==> src/rtl/decoder_pkg.sv <==
// Shared types and default timing for the binary decoder driver.
package decoder_pkg;

   typedef enum logic [1:0] {
      IDLE  = 2'd0,
      DRIVE = 2'd1,
      GAP   = 2'd2
   } state_t;

   localparam int unsigned DEF_HOLD_CYCLES = 32'd4;
   localparam int unsigned DEF_GAP_CYCLES  = 32'd1;

   function automatic int unsigned max_u(input int unsigned a, input int unsigned b);
      if (a > b) begin
         return a;
      end else begin
         return b;
      end
   endfunction

endpackage

==> src/rtl/dec3to8.sv <==
// Combinational 3-to-8 one-hot decoder; all-zero when disabled.
module dec3to8 (
   input  logic       en,
   input  logic [2:0] Y,
   output logic [7:0] O
);

   // One-hot decode gated by enable
   always_comb begin
      O = 8'h00;
      if (en) begin
         O = 8'h01 << Y;
      end else begin
         O = 8'h00;
      end
   end

endmodule

==> src/rtl/binary_decoder_driver.sv <==
// Accepts a 3-bit code, drives its one-hot decode for HOLD_CYCLES cycles,
// then idles for GAP_CYCLES cycles before accepting the next code.
module binary_decoder_driver
   import decoder_pkg::*;
#(
   parameter int unsigned HOLD_CYCLES = DEF_HOLD_CYCLES,
   parameter int unsigned GAP_CYCLES  = DEF_GAP_CYCLES
) (
   input  logic       clk,
   input  logic       rst_n,
   input  logic       en,
   input  logic [2:0] Y,
   input  logic       valid,
   output logic       ready,
   output logic [7:0] O,
   output logic       busy,
   output logic       done
);

   localparam int unsigned CNT_W = $clog2(max_u(HOLD_CYCLES, GAP_CYCLES) + 32'd1);
   localparam logic [CNT_W-1:0] CNT_ZERO  = {CNT_W{1'b0}};
   localparam logic [CNT_W-1:0] CNT_ONE   = CNT_W'(32'd1);
   localparam logic [CNT_W-1:0] HOLD_LOAD = CNT_W'(HOLD_CYCLES - 32'd1);
   localparam logic [CNT_W-1:0] GAP_LOAD  =
      CNT_W'((GAP_CYCLES == 32'd0) ? 32'd0 : (GAP_CYCLES - 32'd1));

   state_t           state_q, state_d;
   logic [CNT_W-1:0] cnt_q, cnt_d;
   logic [2:0]       y_q, y_d;
   logic [7:0]       o_q, o_d;
   logic             done_q, done_d;
   logic             busy_q, busy_d;
   logic             armed_q, armed_d;
   logic             drive_d;

   // armed_q blocks an accept on the very first edge after reset release
   assign ready = (state_q == IDLE) && en && armed_q;
   assign O     = o_q;
   assign busy  = busy_q;
   assign done  = done_q;

   // Next-state, counter and done-pulse logic
   always_comb begin
      state_d = state_q;
      cnt_d   = cnt_q;
      y_d     = y_q;
      done_d  = 1'b0;
      armed_d = 1'b1;
      case (state_q)
         IDLE: begin
            if (valid && ready) begin
               state_d = DRIVE;
               cnt_d   = HOLD_LOAD;
               y_d     = Y;
            end else begin
               cnt_d   = CNT_ZERO;
            end
         end
         DRIVE: begin
            if (!en) begin
               state_d = IDLE;
               cnt_d   = CNT_ZERO;
            end else if (cnt_q == CNT_ZERO) begin
               done_d = 1'b1;
               if (GAP_CYCLES > 32'd0) begin
                  state_d = GAP;
                  cnt_d   = GAP_LOAD;
               end else begin
                  state_d = IDLE;
                  cnt_d   = CNT_ZERO;
               end
            end else begin
               cnt_d = cnt_q - CNT_ONE;
            end
         end
         GAP: begin
            if (!en || (cnt_q == CNT_ZERO)) begin
               state_d = IDLE;
               cnt_d   = CNT_ZERO;
            end else begin
               cnt_d = cnt_q - CNT_ONE;
            end
         end
         default: begin
            state_d = IDLE;
            cnt_d   = CNT_ZERO;
         end
      endcase
      busy_d  = (state_d != IDLE);
      drive_d = (state_d == DRIVE);
   end

   dec3to8 u_dec (
      .en (drive_d),
      .Y  (y_d),
      .O  (o_d)
   );

   // State and registered outputs
   always_ff @(posedge clk or negedge rst_n) begin
      if (!rst_n) begin
         state_q <= IDLE;
         cnt_q   <= CNT_ZERO;
         y_q     <= 3'd0;
         o_q     <= 8'h00;
         done_q  <= 1'b0;
         busy_q  <= 1'b0;
         armed_q <= 1'b0;
      end else begin
         state_q <= state_d;
         cnt_q   <= cnt_d;
         y_q     <= y_d;
         o_q     <= o_d;
         done_q  <= done_d;
         busy_q  <= busy_d;
         armed_q <= armed_d;
      end
   end

endmodule

==> config.mk <==
export PLATFORM = sky130hd
export DESIGN_NAME = binary_decoder_driver
export DESIGN_NICKNAME = d
export VERILOG_FILES = /design/src/rtl/decoder_pkg.sv /design/src/rtl/dec3to8.sv /design/src/rtl/binary_decoder_driver.sv
export SDC_FILE = /design/constraint.sdc
export NUM_CORES = 1
export LEC_CHECK = 0
export CAP_MARGIN = 20
export CORE_MARGIN = 4
export CORE_UTILIZATION = 53
export DETAILED_ROUTE_END_ITERATION = 8
export PLACE_DENSITY_LB_ADDON = 0.08
export RECOVER_POWER = 25
export SLEW_MARGIN = 5
export SYNTH_ARGS = -nofsm -noshare
export SYNTH_HDL_FRONTEND = slang
export SYNTH_SLANG_ARGS = --single-unit
==> constraint.sdc <==
create_clock -name clk -period 2.73 [get_ports clk]
set_input_delay 0.6825 -clock clk [delete_from_list [all_inputs] [get_ports clk]]
set_output_delay 0.6825 -clock clk [all_outputs]
set_load 0.03 [all_outputs]
==> results.txt, run 1 <==
The flow ran to the end, and the final reports show no timing, DRC or antenna violations. The number of buffers created by CTS is 3. The fraction of power spent switching nets came out at 27.6%. The sum of negative setup slack came out at 0 ns. The clock arrives with ~0.0026 ns of skew. The maximum fanout along the worst path came out at 2. The number of standard cells after synthesis is between 80 and 90. Cell internal power was estimated by the tool at between 0.4 and 0.5 mW. The final routed DRC violation total is 0. The final count of hold timing violations is 0. The leading register cell type out of synthesis is sky130_fd_sc_hd__dfrtp_1. The worst path required time came out at 2.05 ns.

The mean routed wirelength per cell came out at around 15 um. The fraction of layout instances using a drive strength above 1 is about an eighth. The number of flip-flops and latches in the synthesized netlist is 19. The register-to-register setup slack came out at 1.11 ns.

The violation count after the first detailed-routing iteration came out at 33. The sequential fraction of the synthesis area is 51.5%. The classification of the worst setup path is primary input to output port. Once detailed placement completed, the half-perimeter wirelength came to ~1200 um.

The transition time at the pin with the least slew margin came out at 0.820 ns. In this run the worst setup path begins at en. The signal arrival time at the worst endpoint is 1.57 ns. In this run the cell area measured after placement is ~1100 um2.

Setup repair after global routing left no endpoint under its margin. Pin placement for this block handled 18 I/O pins. The maximum number of pins on one net before global-route repair is 20. Global routing finished with a remaining overflow of 0.

The total setup violations reported at the end of the flow came out at 0. In the global route stage, overall resource usage came out at 16.9%. The worst setup path is launched from a primary input.

The worst hold path belongs to the class register to register. The part of the total power dissipated in the clock network came out at about a quarter. The number of placement rows came out at 14. The achievable frequency came out at around 440 MHz. The commonest non-fill, non-tap cell in the layout is sky130_fd_sc_hd__dfrtp_1. STA classifies the critical path endpoint as an output port. The synthesis warning total came out at 0.

The average cell area after synthesis is about 11 um2. The number of I/O port buffers is 17. Of the available clock period, the critical path in the final layout requires between 80% and 90%. The total net switching power came out at 0.155 mW. The post-CTS setup buffer count is 0. The post-synthesis net count is 93. The clock input transition at the sequential cells of the worst setup and hold paths is roughly 0.10 ns. In this run the tightest slew margin relative to its limit is a little under half. The number of cells on the worst reg-to-reg path is 3. The initial antenna violation count is 0. The region available for standard cell placement spans between 1500 and 2000 um2.

The final critical-path required period is between 2 and 2.5 ns. The hold buffer count at CTS came out at 0. The most critical setup path has its endpoint at ready. The antenna cell count is 0.

The clock latency of the later-clocked register in the worst-skew pair came out at approximately 0.29 ns. TritonCTS built the clock tree. CTS placed an instance of sky130_fd_sc_hd__clkbuf_4 at the clock tree root.

The final layout contains routed wiring with a total length of approximately 1700 um. Leaving out fill and tap cells, the most frequent cells in the layout are sky130_fd_sc_hd__dfrtp_1, sky130_fd_sc_hd__clkdlybuf4s50_1, sky130_fd_sc_hd__nand2_1, sky130_fd_sc_hd__nand4_1, sky130_fd_sc_hd__a21oi_1. The floorplan step set the die height to slightly below 50 um. The total via count after detailed routing came out at 698. For this configuration, the core starts out at a cell density of between 50% and 60%. The number of detailed-route iterations in the first pass is 4. The weighted congestion at the end of routability-driven global placement is about 0.8. The first global-routing pass estimated between 3000 and 4000 um of wire. Summed over all cells, the static leakage comes to 0.515 nW. The launch point of the worst reg-to-reg path is state_q[0]. In this run the most critical hold path is launched from y_q[2].

The combinational power share is between 10% and 20%. The worst register-to-register path ends at O[4]. Across the VDD grid, the largest voltage drop is around 0.00038 V. The via-per-instance ratio is 5.92.

The count of pins over their slew limit is 0. The count of maximum capacitance violations is 0. The area added between synthesis and finish came out at 21.3%. The summed instance area of the synthesized netlist came out at 923 um2.

The part of the total power dissipated in sequential elements came out at between 50% and 60%. The number of nets in the finished design is 112. The design draws 0.562 mW. The total of cells resized after clock tree synthesis is 0. The share of flip-flops with an asynchronous set or reset after synthesis came out at 100%. The area of all placed cells without fillers is ~1100 um2.

The number of buffers on the longest clock path came out at 2. Dividing total power by cell area gives a power density of 502 nW/um2. The number of global-route vias before repair came out at between 600 and 700. The die width is ~50 um. The number of sinks handled by clock tree synthesis came out at 19. Yosys mapped the design onto 33 distinct sky130hd cell types. The number of antenna-violating nets in the routed design came out at 0. CTS built an H-tree with a depth of 1. Fill cells in the final layout number 106. The floorplan step defined a die boundary enclosing between 2000 and 2500 um2.

Counting flops with a built-in enable in the synthesized netlist gives 0.
stage by stage:
stage	worst slack [ns]	std cells	hold WS, ns	util [%]
after floorplan	0.888	84	0.387	-
after global placement	0.475	114	0.549	69.4
after CTS	0.472	118	0.585	71.0
final	0.477	118	0.587	71.0
after global routing	0.457	118	0.611	71.0
after detailed placement	0.477	114	0.558	69.4
synthesized netlist by cell type (all sizes together) (3+ instances only):
library cell	instances	area [um2]
a21oi	5	25.0
buf	5	32.5
dfrtp	19	475
inv	4	15.0
mux2	3	45.0
nand2	7	33.8
nand3	3	15.0
nand4	6	37.5
nand4b	3	26.3
nor2	3	11.3
nor2b	3	18.8
worst min path at each step:
stage               depth (start not counted)  slack, ns  endpoint
floorplan                                   0       0.39      O[0]
global placement                            1       0.55    y_q[2]
detailed placement                          1       0.56    y_q[2]
CTS                                         1       0.58    y_q[2]
global route                                1       0.61    y_q[1]
finish                                      1       0.59    y_q[2]
power by group through the flow:
| stage | logic (mW) | registers (mW) | clock network (mW) |
|---|---|---|---|
| 2_1_floorplan | 0.0714 | 0.321 | 0 |
| 3_3_place_gp | 0.107 | 0.319 | 0 |
| 3_5_place_dp | 0.109 | 0.319 | 0 |
| 4_1_cts | 0.109 | 0.314 | 0.145 |
| 5_1_grt | 0.119 | 0.317 | 0.161 |
| 6_report | 0.109 | 0.315 | 0.138 |
area by class of cell:
class                   count  area, um2  area share [%]
multi-input cells          56        400            35.8
repair buffers             19        183            16.3
clock buffers               4       26.3            2.35
inverters                   4       15.0            1.34
well taps                  16       20.0            1.79
flip-flops and latches     19        475            42.5
critical path: stages:
cell	delay [ns]
sky130_fd_sc_hd__clkdlybuf4s50_1	0.48
sky130_fd_sc_hd__and4bb_1	0.24
sky130_fd_sc_hd__buf_4	0.17
sequential cells by signal (all words and copies together), names as in the netlist:
name and cells:
O 8, armed_q 1, busy 1, cnt_q 3, done 1, state_q 2, y_q 3
metal layers:
layer	up-vias	part of all wire, %	global-route usage, %
met3	7	6.2	3.92
met4	0	3.7	10.1
li1	335	-	-
met2	32	45	26.7
met5	-	0	0
met1	324	45	21.1
cells by family (layout without fill, tap and decap cells):
| group | count (synthesis) | after routing | synth area share (%) |
|---|---|---|---|
| mux | 4 | 4 | 5.96 |
| simple gates | 34 | 34 | 23.4 |
| buf+inv | 9 | 27 | 5.15 |
| compound gates | 14 | 14 | 9.89 |
| xor+xnor | 1 | 1 | 0.949 |
| flops | 19 | 19 | 51.5 |
| fa+ha+maj | 2 | 2 | 2.71 |
| other cells | 1 | 1 | 0.406 |
Power figures use the tool's default switching activity.
==> inputs of run 2 (changes only) <==
--- a/config.mk
+++ b/config.mk
@@ -7,7 +7,7 @@
 export LEC_CHECK = 0
 export CAP_MARGIN = 20
 export CORE_MARGIN = 4
-export CORE_UTILIZATION = 53
+export CORE_UTILIZATION = 44
 export DETAILED_ROUTE_END_ITERATION = 8
 export PLACE_DENSITY_LB_ADDON = 0.08
 export RECOVER_POWER = 25
==> constraint.sdc (replaced) <==
create_clock -name clk -period 1.95 [get_ports clk]
set_input_delay 0.4875 -clock clk [delete_from_list [all_inputs] [get_ports clk]]
set_output_delay 0.4875 -clock clk [all_outputs]
set_load 0.03 [all_outputs]
==> run 2 against run 1 <==
Against the previous run:
- power up 41%
- sequential share of layout area down 1.2 points
- via count down 0.29%
- register-to-register slack worse by 0.67 ns
- critical path depth unchanged
- clock skew up 0.0037 ns
- non-clock buffer count up 3
- critical endpoint unchanged
- worst hold slack worse by 0.0081 ns
- core utilization down 13 points
- first-iteration DRC count down 61%
- die area up 17%
- wire length up 1.8%
==> results.txt, run 2 (synthesized netlist as in run 1, its figures left out) <==
The number of buffers created by CTS came out at 3 (unchanged). The number of detailed-route iterations in the first pass is 4 (unchanged). The leftover overflow at the end of global routing came to 0 (unchanged).

The maximum fanout along the worst path came out at 3 (+1). In the layout the commonest cells are sky130_fd_sc_hd__dfrtp_1, sky130_fd_sc_hd__clkdlybuf4s50_1, sky130_fd_sc_hd__nand2_1, sky130_fd_sc_hd__nand4_1. The slowest stage of the critical path belongs to the cell sky130_fd_sc_hd__clkdlybuf4s50_1. The H-tree level count came to 1 (unchanged).

The core occupancy in the finished layout came out at 58.1% (-13 points). The total routing usage reported by global routing came out at 15.3% (-1.6 points). The worst clock skew is 0.00635 ns (+0.00371 ns).

Setup repair after global routing left no endpoint under its margin. The cell count after placement is 128 (+12%). The normalized max-slew margin is 36.1% (-9.0 points).

The clock input transition at the sequential cells of the worst setup and hold paths was 0.10 ns (about the same). Walking the worst path, the cells encountered are clkdlybuf4s50_1 > and4bb_1 > buf_4. Dividing the final minimum period by the clock period gives between 90% and 100%. The library cell used most frequently in the layout, excluding fill and tap cells, is sky130_fd_sc_hd__dfrtp_1.

The total power is 0.791 mW (+41%). The category of the worst setup path capture point is an output port. The area added between synthesis and finish came out at 24.8%. Broken down by cell family, the worst path's largest delay share belongs to buffers and inverters. The part of the total power dissipated in the clock network is 24.3% (-0.3 points). The smallest hold slack is 0.579 ns (-0.00807 ns). The number of global-route vias before repair came to 671 (-0.59%). The effective utilization at floorplan came out at 46.6% (-12 points). The internal power came out at 0.573 mW (+41%). The initial antenna violation count is 0 (unchanged). The mean routed wirelength per cell is 13.3 um (-9.0%). The signal arrival time at the worst endpoint is 1.41 ns (-0.16 ns). The clock latency of the later-clocked register in the worst-skew pair came out at 0.29 ns (about the same). The hold buffer count at CTS came to 0 (unchanged). The area after detailed placement was 1130 um2 (+3.3%). The placed wire-length estimate is 1300 um (+4.3%).

The global-route wire length before repair came out at 3120 um (+0.42%). The maximum resistive drop on vdd is 0.000404 V (+6.8%). The number of buffers on the longest clock path is 2 (unchanged). The count of buffer and inverter cells on the critical path came out at 2 (unchanged). The final worst-path setup slack came out at 0.0573 ns (-0.420 ns). TritonCTS built the clock tree. The global routing met3 resource utilization is 2.49% (-1.4 points).

The final count of hold timing violations came to 0 (unchanged). The final routed DRC violation total is 0 (unchanged). The post-CTS setup buffer count is 0 (unchanged). The die width came out at 53.8 um (+8.2%).

The count of maximum capacitance violations is 0 (unchanged). The number of placement rows came to 16 (+2). The die area is 2900 um2 (+17%).

The worst stage delay on the critical path came out at 0.47 ns (about the same). The I/O pin count is 18 (unchanged). The combinational power share is 19.9% (+0.5 points). The number of sinks handled by clock tree synthesis came out at 19 (unchanged). The sum of negative setup slack came to 0 ns (unchanged).

met1 is the most crowded layer. The static leakage is 0.527 nW (+2.3%). The number of nets in the finished design came to 115 (+2.7%). The total detailed-routing wirelength is 1750 um (+1.8%). The area of all placed cells without fillers is 1150 um2 (+2.9%). The part of the total power dissipated in sequential elements came out at 55.8% (-0.2 points). The fraction of power spent switching nets was 27.5% (-0.035 points). The via-per-instance ratio came out at 5.27 (-11%). The final critical-path required period came out at ~1.9 ns.

The weighted congestion at the end of routability-driven global placement is 0.708 (-10%). The antenna cell count is 0 (unchanged). The violation count after the first detailed-routing iteration is 13 (-61%). The fraction of layout instances using a drive strength above 1 came out at 13.3% (+1.6 points). The flip-flop count of the largest register after layout came out at 8 (unchanged).

The count of pins over their slew limit is 0 (unchanged). The total power divided by cell area is 686 nW/um2 (+37%). The number of I/O port buffers came out at 17 (unchanged).

The global-route track usage on met1 was 22.0% (+0.92 points). The number of antenna-violating nets in the routed design is 0 (unchanged). The achievable frequency is between 500 and 600 MHz.

STA classifies the critical path startpoint as a primary input. The total net switching power is 0.218 mW (+41%). The flow ran to the end, and the final reports show no timing, DRC or antenna violations. The total via count after detailed routing is 696 (-0.29%). The transition time at the pin with the least slew margin came out at 0.958 ns (+0.138 ns). The total of cells resized after clock tree synthesis is 0 (unchanged).

The global routing met2 resource utilization is 21.6% (-5.1 points). The total setup violations reported at the end of the flow came out at 0 (unchanged). The count of placed standard cells in the final layout, fillers left out was 132 (+12%). The worst slack at placement is 0.0527 ns (-0.424 ns). The core region area came out at 1980 um2 (+26%). The worst hold-check path type is register to register. The clock tree root driver cell is sky130_fd_sc_hd__clkbuf_4. The worst path required time is 1.46 ns (-0.59 ns). The classification of the worst setup path is primary input to output port.

The height of the chip is 53.8 um (+8.2%). The maximum number of pins on one net before global-route repair is 20 (unchanged).
-- run 2: layout make-up --
type / instances / area [um2]
Timing Repair Buffer: 22 / 201
Multi-Input combinational cell: 56 / 400
Tap cell: 27 / 33.8
Inverter: 4 / 15.0
Fill cell: 165 / 830
Sequential cell: 19 / 475
Clock buffer: 4 / 26.3
-- run 2: metal layers --
layer / vias to the layer above / wire length (um)
li1: 344 / -
met2: 18 / 770
met5: - / 0
met3: 4 / 94
met1: 330 / 846
met4: 0 / 38
-- run 2: worst paths after layout --
path,cells after the start,from,slack (ns),to
worst min register to register,1,y_q[2],0.58,y_q[2]
max in group asynchronous,2,rst_n,0.52,armed_q
worst max register to register,5,cnt_q[0],0.44,O[6]
worst max-delay path,3,en,0.06,ready
worst min-delay path,1,y_q[2],0.58,y_q[2]
min in group asynchronous,2,rst_n,0.85,cnt_q[1]
-- run 2: power by group through the flow --
| stage | sequential, mW | clock [mW] | combinational (mW) |
|---|---|---|---|
| after floorplan | 0.450 | 0 | 0.0999 |
| after global placement | 0.449 | 0 | 0.158 |
| after detailed placement | 0.447 | 0 | 0.159 |
| after CTS | 0.440 | 0.200 | 0.160 |
| after global routing | 0.446 | 0.219 | 0.176 |
| final | 0.441 | 0.192 | 0.158 |
-- run 2: worst register-to-register path: stages (launching register included) --
cell and delay (ns):
sky130_fd_sc_hd__dfrtp_1 0.38, sky130_fd_sc_hd__inv_1 0.10, sky130_fd_sc_hd__ha_1 0.16, sky130_fd_sc_hd__nand2b_1 0.27, sky130_fd_sc_hd__a31oi_1 0.41, sky130_fd_sc_hd__a21oi_1 0.08
==> inputs of run 3 (changes only) <==
--- a/config.mk
+++ b/config.mk
@@ -11,7 +11,7 @@
 export DETAILED_ROUTE_END_ITERATION = 8
 export PLACE_DENSITY_LB_ADDON = 0.08
 export RECOVER_POWER = 25
-export SLEW_MARGIN = 5
+export SLEW_MARGIN = 0
 export SYNTH_ARGS = -nofsm -noshare
 export SYNTH_HDL_FRONTEND = slang
 export SYNTH_SLANG_ARGS = --single-unit
==> results of run 3 <==
Same layout as run 2: the final DEF is identical, and so are final timing and power.
==> RTL change: new RTL, settings of run 1 <==
`o_q` no longer has a reset.
--- a/src/rtl/binary_decoder_driver.sv
+++ b/src/rtl/binary_decoder_driver.sv
@@ -104,3 +104,2 @@
          y_q     <= 3'd0;
-         o_q     <= 8'h00;
          done_q  <= 1'b0;
@@ -112,3 +111,2 @@
          y_q     <= y_d;
-         o_q     <= o_d;
          done_q  <= done_d;
@@ -119,2 +117,6 @@
 
+   always_ff @(posedge clk) begin
+      o_q <= o_d;
+   end
+
 endmodule
Function: differs if rst_n is asserted again (counterexample within 4 cycles, from zero or initial values and one cycle with rst_n low); with rst_n held inactive, the same outputs for 10 cycles.
==> RTL change against run 1 <==
  * Sequential cell count unchanged
  * Highest routed layer unchanged
  * Routed wire length up 3.5%
  * Synthesized area fell by 4.5%
  * Die area is 3.8% lower
  * Total power down 3.3%
  * Design area decreased by 3.6%
  * Sequential share of layout area fell by 2.1 points
  * Setup slack worse by 0.0079 ns
==> RTL change: results (changes against run 1) <==
stage,metric,value,unit,change
run_status,status,"finished, final reports clean",,
place,hpwl dp,1280,um,+2.8%
critical_path,R2R depth,5,,+2
critical_path,R2R Path Start,cnt_q[0]$_DFF_PN0_,,
layout,share of cells above drive strength 1,9.00,%,-2.8 points
timing,clk_skew,0.00205,ns,-0.000585 ns
timing,worst hold margin,0.583,ns,-0.00405 ns
power_and_ir_drop,leakage power,0.454,nW,-12%
timing,"Period Utilization, post-route",82.8,%,+0.29 points
global_routing,first-pass GRT wire length,2960,um,-4.7%
power_and_ir_drop,Worst VDD drop,393,uV,+3.9%
drt,WL final,1780,um,+3.5%
logic_synthesis,commonest cells in the synthesized netlist,"dfrtp_1 (11), dfxtp_1 (8), nand4_1 (7)",,
logic_synthesis,Area contributors post-synth,"dfrtp_1 (31%), dfxtp_1 (18%), nand4b_1 (6.0%), nand4_1 (5.0%), mux2_1 (3.8%)",,
drt,Avg Vias per Cell,6.02,,+1.7%
place,dpl ws,0.475,ns,-0.00157 ns
global_routing,largest net degree at the start of global routing,17,,-15%
global_routing,total track usage,16.0,%,-0.97 points
drt,Routed WL per cell,15.3,um,+5.3%
logic_synthesis,"Seq/Total Area, Yosys",49.4,%,-2.1 points
place,Final Wtd Congestion,0.864,,+10%
logic_synthesis,adder-cell share of the synthesized area,2.84,%,+0.13 points
logic_synthesis,post-synthesis compound-gate area fraction,10.2,%,+0.32 points
power_and_ir_drop,P_comb,90.7,uW,-17%
drt,starting DRC count in detailed routing,40,,+21%
power_and_ir_drop,share of total power in combinational logic,16.7,%,-2.7 points
timing,Slew HR,61.8,%,+17 points
critical_path,R2R setup slack,1.06,ns,-0.05 ns
layout,Final nets,110,,-1.8%
logic_synthesis,ys async rst share,57.9,%,-42 points
logic_synthesis,XOR/XNOR Fraction of Synth Area,0.993,%,+0.044 points
hold_path,Hold Crit Start,cnt_q[0]$_DFF_PN0_,,
layout,fillers,131,,+24%
place,Port Buffers,17,,unchanged
global_routing,vias in the first global route,659,,-2.4%
critical_path,Worst R2R End,O[6]$_SDFF_PP0_,,
RTL change: cell count changes in the layout (fill, tap and decap cells not counted), moves of 2 or more:
cell / delta
mux2_1: +3
and2_1: -2
o31ai_1: +2
dfrtp_1: -8
nand4b_1: +3
dfxtp_1: +8
o32ai_1: -2
nand2_1: -3
mux2_4: -3
RTL change: per-layer routing:
layer | global-route usage (%) | part of all wire [%]
met1 | 20.9 | 46
met2 | 23.9 | 47
met3 | 3.98 | 6.2
met4 | 8.97 | 1.1
met5 | 0 | 0
RTL change: worst min path at each step:
stage	cells past startpoint	end
2_1_floorplan	0	armed_q$_DFF_PN0_
3_5_place_dp	1	y_q[0]$_DFF_PN0_
4_1_cts	1	y_q[0]$_DFF_PN0_
6_report	3	cnt_q[0]$_DFF_PN0_
5_1_grt	1	y_q[0]$_DFF_PN0_
3_3_place_gp	1	y_q[0]$_DFF_PN0_
RTL change: metrics by stage:
| stage | utilization, % | cell area (um2) |
|---|---|---|
| global route | 70.0 | 1080 |
| CTS | 70.0 | 1080 |
| floorplan | - | 882 |
| finish | 70.0 | 1080 |
| detailed placement | 68.3 | 1050 |
| global placement | 68.3 | 1050 |
RTL change: final cells by class:
class / instances / share of cell area, %
Multi-Input combinational cell: 54 / 37.0
Clock buffer: 3 / 2.09
Sequential cell: 19 / 40.3
Tap cell: 16 / 1.85
Inverter: 4 / 1.39
Clock inverter: 1 / 0.463
Timing Repair Buffer: 19 / 16.9
RTL change: cells by family (layout without fill, tap and decap cells):
group,after synthesis,after routing
AND/OR/NAND/NOR,32,32
flip-flops,19,19
AO/OA/AOI/OAI,14,14
buffers and inverters,11,27
multiplexers,4,4
adder cells (fa/ha/maj),2,2
other,1,1
XOR/XNOR,1,1
